==> src/rtl/mem_arb_pkg.sv <==
// Shared constants for the memory port arbiter: owner-state encoding and
// default data/address widths.
package mem_arb_pkg;

    localparam int DW = 20;
    localparam int AW = 5;

    typedef logic [1:0] owner_t;

    localparam owner_t IDLE    = 2'd0;
    localparam owner_t RESP_IF = 2'd1;
    localparam owner_t RESP_D  = 2'd2;

endpackage

==> src/rtl/arb_streak_counter.sv <==
// Saturating counter of consecutive data grants taken while fetch waits.
// Clear wins over increment; at_max_o flags the saturation value.
module arb_streak_counter #(
    parameter int MAX = 3
) (
    input  logic clk_i,
    input  logic rst_i,
    input  logic inc_i,
    input  logic clr_i,
    output logic at_max_o
);

    localparam int W = (MAX < 2) ? 1 : $clog2(MAX + 1);

    logic [W-1:0] cnt_q, cnt_d;

    always_comb begin
        at_max_o = (cnt_q == W'(MAX));
        cnt_d    = cnt_q;
        if (clr_i) begin
            cnt_d = '0;
        end else if (inc_i && !at_max_o) begin
            cnt_d = cnt_q + 1'b1;
        end
    end

    always_ff @(posedge clk_i) begin
        if (rst_i) begin
            cnt_q <= '0;
        end else begin
            cnt_q <= cnt_d;
        end
    end

endmodule

==> src/rtl/mem_port_arbiter.sv <==
// Shares one single-port synchronous memory between instruction fetch and
// data access; data has priority, bounded by a streak counter.
module mem_port_arbiter #(
    parameter int DW          = mem_arb_pkg::DW,
    parameter int AW          = mem_arb_pkg::AW,
    parameter int MAX_DSTREAK = 3
) (
    input  logic          Clock,
    input  logic          Reset,
    input  logic          if_req,
    input  logic [AW-1:0] if_addr,
    output logic          if_stall,
    output logic          if_valid,
    output logic [DW-1:0] if_rdata,
    input  logic          d_req,
    input  logic          d_we,
    input  logic [AW-1:0] d_addr,
    input  logic [DW-1:0] d_wdata,
    output logic          d_stall,
    output logic          d_valid,
    output logic [DW-1:0] d_rdata,
    output logic [AW-1:0] m_addr,
    output logic [DW-1:0] m_wdata,
    output logic          m_we,
    input  logic [DW-1:0] m_q
);

    import mem_arb_pkg::*;

    logic          grant_d, grant_if, at_max;
    logic          streak_inc, streak_clr;
    owner_t        state_q, state_d;
    logic          wr_q, wr_d;
    logic [DW-1:0] if_rdata_q, if_rdata_d;
    logic [DW-1:0] d_rdata_q, d_rdata_d;

    always_comb begin
        grant_d  = ~Reset & d_req & ~(if_req & at_max);
        grant_if = ~Reset & if_req & ~grant_d;
        if_stall = if_req & ~grant_if;
        d_stall  = d_req & ~grant_d;

        m_addr  = '0;
        m_wdata = '0;
        m_we    = 1'b0;
        if (grant_d) begin
            m_addr  = d_addr;
            m_wdata = d_wdata;
            m_we    = d_we;
        end else if (grant_if) begin
            m_addr = if_addr;
        end
    end

    // IF is waiting whenever if_req is high; a break in its request resets fairness.
    assign streak_inc = grant_d & if_req;
    assign streak_clr = grant_if | ~if_req;

    arb_streak_counter #(
        .MAX (MAX_DSTREAK)
    ) u_streak (
        .clk_i    (Clock),
        .rst_i    (Reset),
        .inc_i    (streak_inc),
        .clr_i    (streak_clr),
        .at_max_o (at_max)
    );

    always_comb begin
        state_d = IDLE;
        if (grant_d) begin
            state_d = RESP_D;
        end else if (grant_if) begin
            state_d = RESP_IF;
        end
        wr_d = grant_d ? d_we : wr_q;
    end

    // Memory data arrives the cycle after the grant, so it is forwarded
    // straight through while valid and captured to hold afterwards.
    always_comb begin
        if_valid   = ~Reset & (state_q == RESP_IF);
        d_valid    = ~Reset & (state_q == RESP_D);
        if_rdata_d = if_valid ? m_q : if_rdata_q;
        d_rdata_d  = (d_valid && !wr_q) ? m_q : d_rdata_q;
        if_rdata   = if_rdata_d;
        d_rdata    = d_rdata_d;
    end

    always_ff @(posedge Clock) begin
        if (Reset) begin
            state_q    <= IDLE;
            wr_q       <= 1'b0;
            if_rdata_q <= '0;
            d_rdata_q  <= '0;
        end else begin
            state_q    <= state_d;
            wr_q       <= wr_d;
            if_rdata_q <= if_rdata_d;
            d_rdata_q  <= d_rdata_d;
        end
    end

endmodule
==> config.mk <==
export PLATFORM = sky130hd
export DESIGN_NAME = mem_port_arbiter
export DESIGN_NICKNAME = d
export VERILOG_FILES = /design/src/rtl/mem_arb_pkg.sv /design/src/rtl/arb_streak_counter.sv /design/src/rtl/mem_port_arbiter.sv
export SDC_FILE = /design/constraint.sdc
export NUM_CORES = 1
export LEC_CHECK = 0
export CAP_MARGIN = 15
export CORE_ASPECT_RATIO = 2
export CORE_MARGIN = 1.5
export CORE_UTILIZATION = 40
export CTS_CLUSTER_SIZE = 24
export DETAILED_ROUTE_END_ITERATION = 6
export HOLD_SLACK_MARGIN = 0.05
export PLACE_DENSITY = 0.8
export SLEW_MARGIN = 20
export SYNTH_ARGS = -nofsm -noshare
export SYNTH_HDL_FRONTEND = slang
export SYNTH_HIERARCHICAL = 1
export SYNTH_SLANG_ARGS = --single-unit
export TNS_END_PERCENT = 50
==> constraint.sdc <==
create_clock -name Clock -period 5.1 [get_ports Clock]
set_input_delay 1.275 -clock Clock [delete_from_list [all_inputs] [get_ports Clock]]
set_output_delay 1.275 -clock Clock [all_outputs]
set_load 0.01 [all_outputs]
==> results.sh <==
export IMPL_status="completed"
export IMPL_clk_latency_ns=0.28
export IMPL_setup_violations=0
export IMPL_worst_slew_pin_slew_ns=1.064
export IMPL_antenna_left=0
export IMPL_ys_ff_latch=45
export IMPL_drc=0
export IMPL_synth_area_sq_um=2471
export IMPL_syn_num_nets=340
export IMPL_synthDistinctLibCells=30
export IMPL_avgSynthCellArea_sq_um=8.701
export IMPL_synth_top_family_by_area="simple AND/OR/NAND/NOR gates"
export IMPL_drtPass1Iterations=4
export IMPL_leakage_uw=0.001427
export IMPL_cts_hold_buf=0
export IMPL_fin_nets=455
export IMPL_ys_top_cells_by_count="nand2_1, dfxtp_1, a21oi_1"
export IMPL_hold_class="reg2reg"
export IMPL_rsz0062_at_grt="false"
export IMPL_synthArstFlopShare_pct=0
export IMPL_antenna_cells=0
export IMPL_synthCells=284
export IMPL_cts_root_buf="clkbuf_16"
export IMPL_fin_setup_tns_ns=0
export IMPL_tritoncts="built"
export IMPL_fp_row_count=40
export IMPL_vias=2358
export IMPL_gp_congestion=0.7710
export IMPL_post_cts_resize_count=0
export IMPL_io_pins=125
export IMPL_grt_max_degree=54
export IMPL_ys_seq_area_share_pct=36.46
export IMPL_overflow=0
export IMPL_ys_top_cells_by_area="dfxtp_1, nand2_1, mux2_4, mux2_2, a21oi_1"
export IMPL_cts_post_setup_buffers_inserted=0
export IMPL_cts_sinks=45
export IMPL_core_sq_um=6006
export IMPL_grt_pass1_vias=2310
export IMPL_layout_drive_gt1_share_pct=15.25
export IMPL_muxShareOfSynthArea_pct=22.08
export IMPL_path_max_fanout=21
export IMPL_slew_viol_final=0
export IMPL_finalWirelength_um=7043
export IMPL_fin_ws_ns=0.6730
export IMPL_antenna_found_initial=0
export IMPL_synth_xor_area_share_pct=0.3544
export IMPL_cts_buffer_depth=2
export IMPL_cts_buffers=5
export IMPL_ys_warn_count=6
export IMPL_grtUsageTotal_pct=21.20
export IMPL_die_w_um=58.58
export IMPL_fin_crit_sh_pct=86.80
export IMPL_cp_end_kind="output port"
export IMPL_synth_compound_area_share_pct=10.94
export IMPL_synthFlopType="dfxtp_1"
export IMPL_drt_initial_drc_count=80
export IMPL_hold_violations=0
export IMPL_dieArea_sq_um=6687
export IMPL_clk_pin_slew_ns=0.06
export IMPL_synth_edff_count=0
export IMPL_layout_min_cycle_time_ns=4.427
export IMPL_syn_to_final_growth_pct=55.29
export IMPL_fillers=506
export IMPL_max_slew_margin_pct=29.01
export IMPL_cp_start_kind="primary input"
export IMPL_synth_fa_ha_area_share_pct=0.5063
export IMPL_arrival_ns=3.15
export IMPL_skew_ns=0.005380
export IMPL_synthSimpleGateAreaFrac_pct=24.05
export IMPL_synth_top_area_cell="dfxtp_1"
export IMPL_htreeDepth=2
export IMPL_hpwlAfterDp_um=5339
export IMPL_critical_path_class="in2out"
export IMPL_wl_per_cell_um=15.21
export IMPL_viasPerCell=5.093
export IMPL_synth_top_area_share_pct=36.46
export IMPL_io_buffers=124
export IMPL_whs_ns=0.4542
export IMPL_irDropWorstVdd_mv=0.2280
export IMPL_required_ns=3.83
export IMPL_max_freq_mhz=225.9
export IMPL_maxCapViolCount=0
export IMPL_yosysMostFrequentCell="nand2_1"
export IMPL_reg2reg_slack_ns=3.58
export IMPL_power_density_nw_per_um2=231.7
export IMPL_die_h_um=114.2
export IMPL_initial_utilization_pct=41.15
export IMPL_grt_pass1_wl_um=11050
export IMPL_place_ws_ns=0.6869
through the flow:
step | instances | power [uW] | utilization, % | area (sq um)
floorplan | 284 | 469.9 | - | 2471
global placement | 455 | 579.5 | 61.50 | 3694
detailed placement | 455 | 583.0 | 61.50 | 3694
CTS | 463 | 898.4 | 63.90 | 3837
global route | 463 | 925.4 | 63.90 | 3837
finish | 463 | 889.0 | 63.90 | 3837
layer usage:
| layer | vias to the layer above | GRT usage [%] | routed length, um |
|---|---|---|---|
| met4 | 0 | 6.061 | 124 |
| met3 | 9 | 4.746 | 387 |
| li1 | 1180 | - | - |
| met5 | - | 0 | 0 |
| met2 | 71 | 40.15 | 3925 |
| met1 | 1098 | 22.46 | 2606 |
logic make-up after synthesis:
family                   count (synthesis)
XOR/XNOR                                 1
flip-flops                              45
AO/OA/AOI/OAI                           49
AND/OR/NAND/NOR                        124
buffers and inverters                   22
multiplexers                            42
adder cells (fa/ha/maj)                  1
cell type report:
class / instances / area (sq um) / share of cell area [%]
Clock buffer: 6 / 128.9 / 3.358
Sequential cell: 45 / 900.9 / 23.48
Multi-Input combinational cell: 217 / 1436 / 37.43
Timing Repair Buffer: 129 / 1274 / 33.19
Inverter: 1 / 3.754 / 0.09782
Tap cell: 63 / 78.83 / 2.054
Clock inverter: 2 / 15.01 / 0.3913
registers in the layout (all words and copies together) (netlist names):
| name | cells |
|---|---|
| d_rdata_q | 20 |
| if_rdata_q | 20 |
| state_q | 2 |
| u_streak/cnt_q | 2 |
| wr_q | 1 |
worst max-delay path: stages:
cell and delay (ns):
buf_2 0.13, nor2_2 0.82, mux2_2 0.43, clkdlybuf4s50_1 0.48
worst paths after layout:
kind / startpoint / end / depth (start not counted)
worst min-delay path: d_rdata_q[17] / d_rdata_q[17] / 2
worst min register to register: d_rdata_q[17] / d_rdata_q[17] / 2
worst max register to register: state_q[1] / d_rdata_q[12] / 4
worst max-delay path: Reset / if_rdata[2] / 4
placed cells by master (no fill, tap or decap), types with 2 or more instances in the layout:
cell type,count
clkinvlp_4,2
a21oi_1,42
nand2_1,81
mux2_2,20
nand2b_1,3
nor2_1,7
clkdlybuf4s50_1,123
buf_4,5
nor3_2,2
clkbuf_16,5
mux2_4,20
nor2b_1,3
dfxtp_1,45
a32oi_1,5
mux2i_1,2
and2_1,20
power breakdown:
group	leakage (uW)	switching [uW]	internal, uW	total, uW
Combinational	0.000997	81.3	120	202
Clock	0.0000631	133	182	315
Sequential	0.000366	7.50	365	372
(Power assumes the default switching activity.)
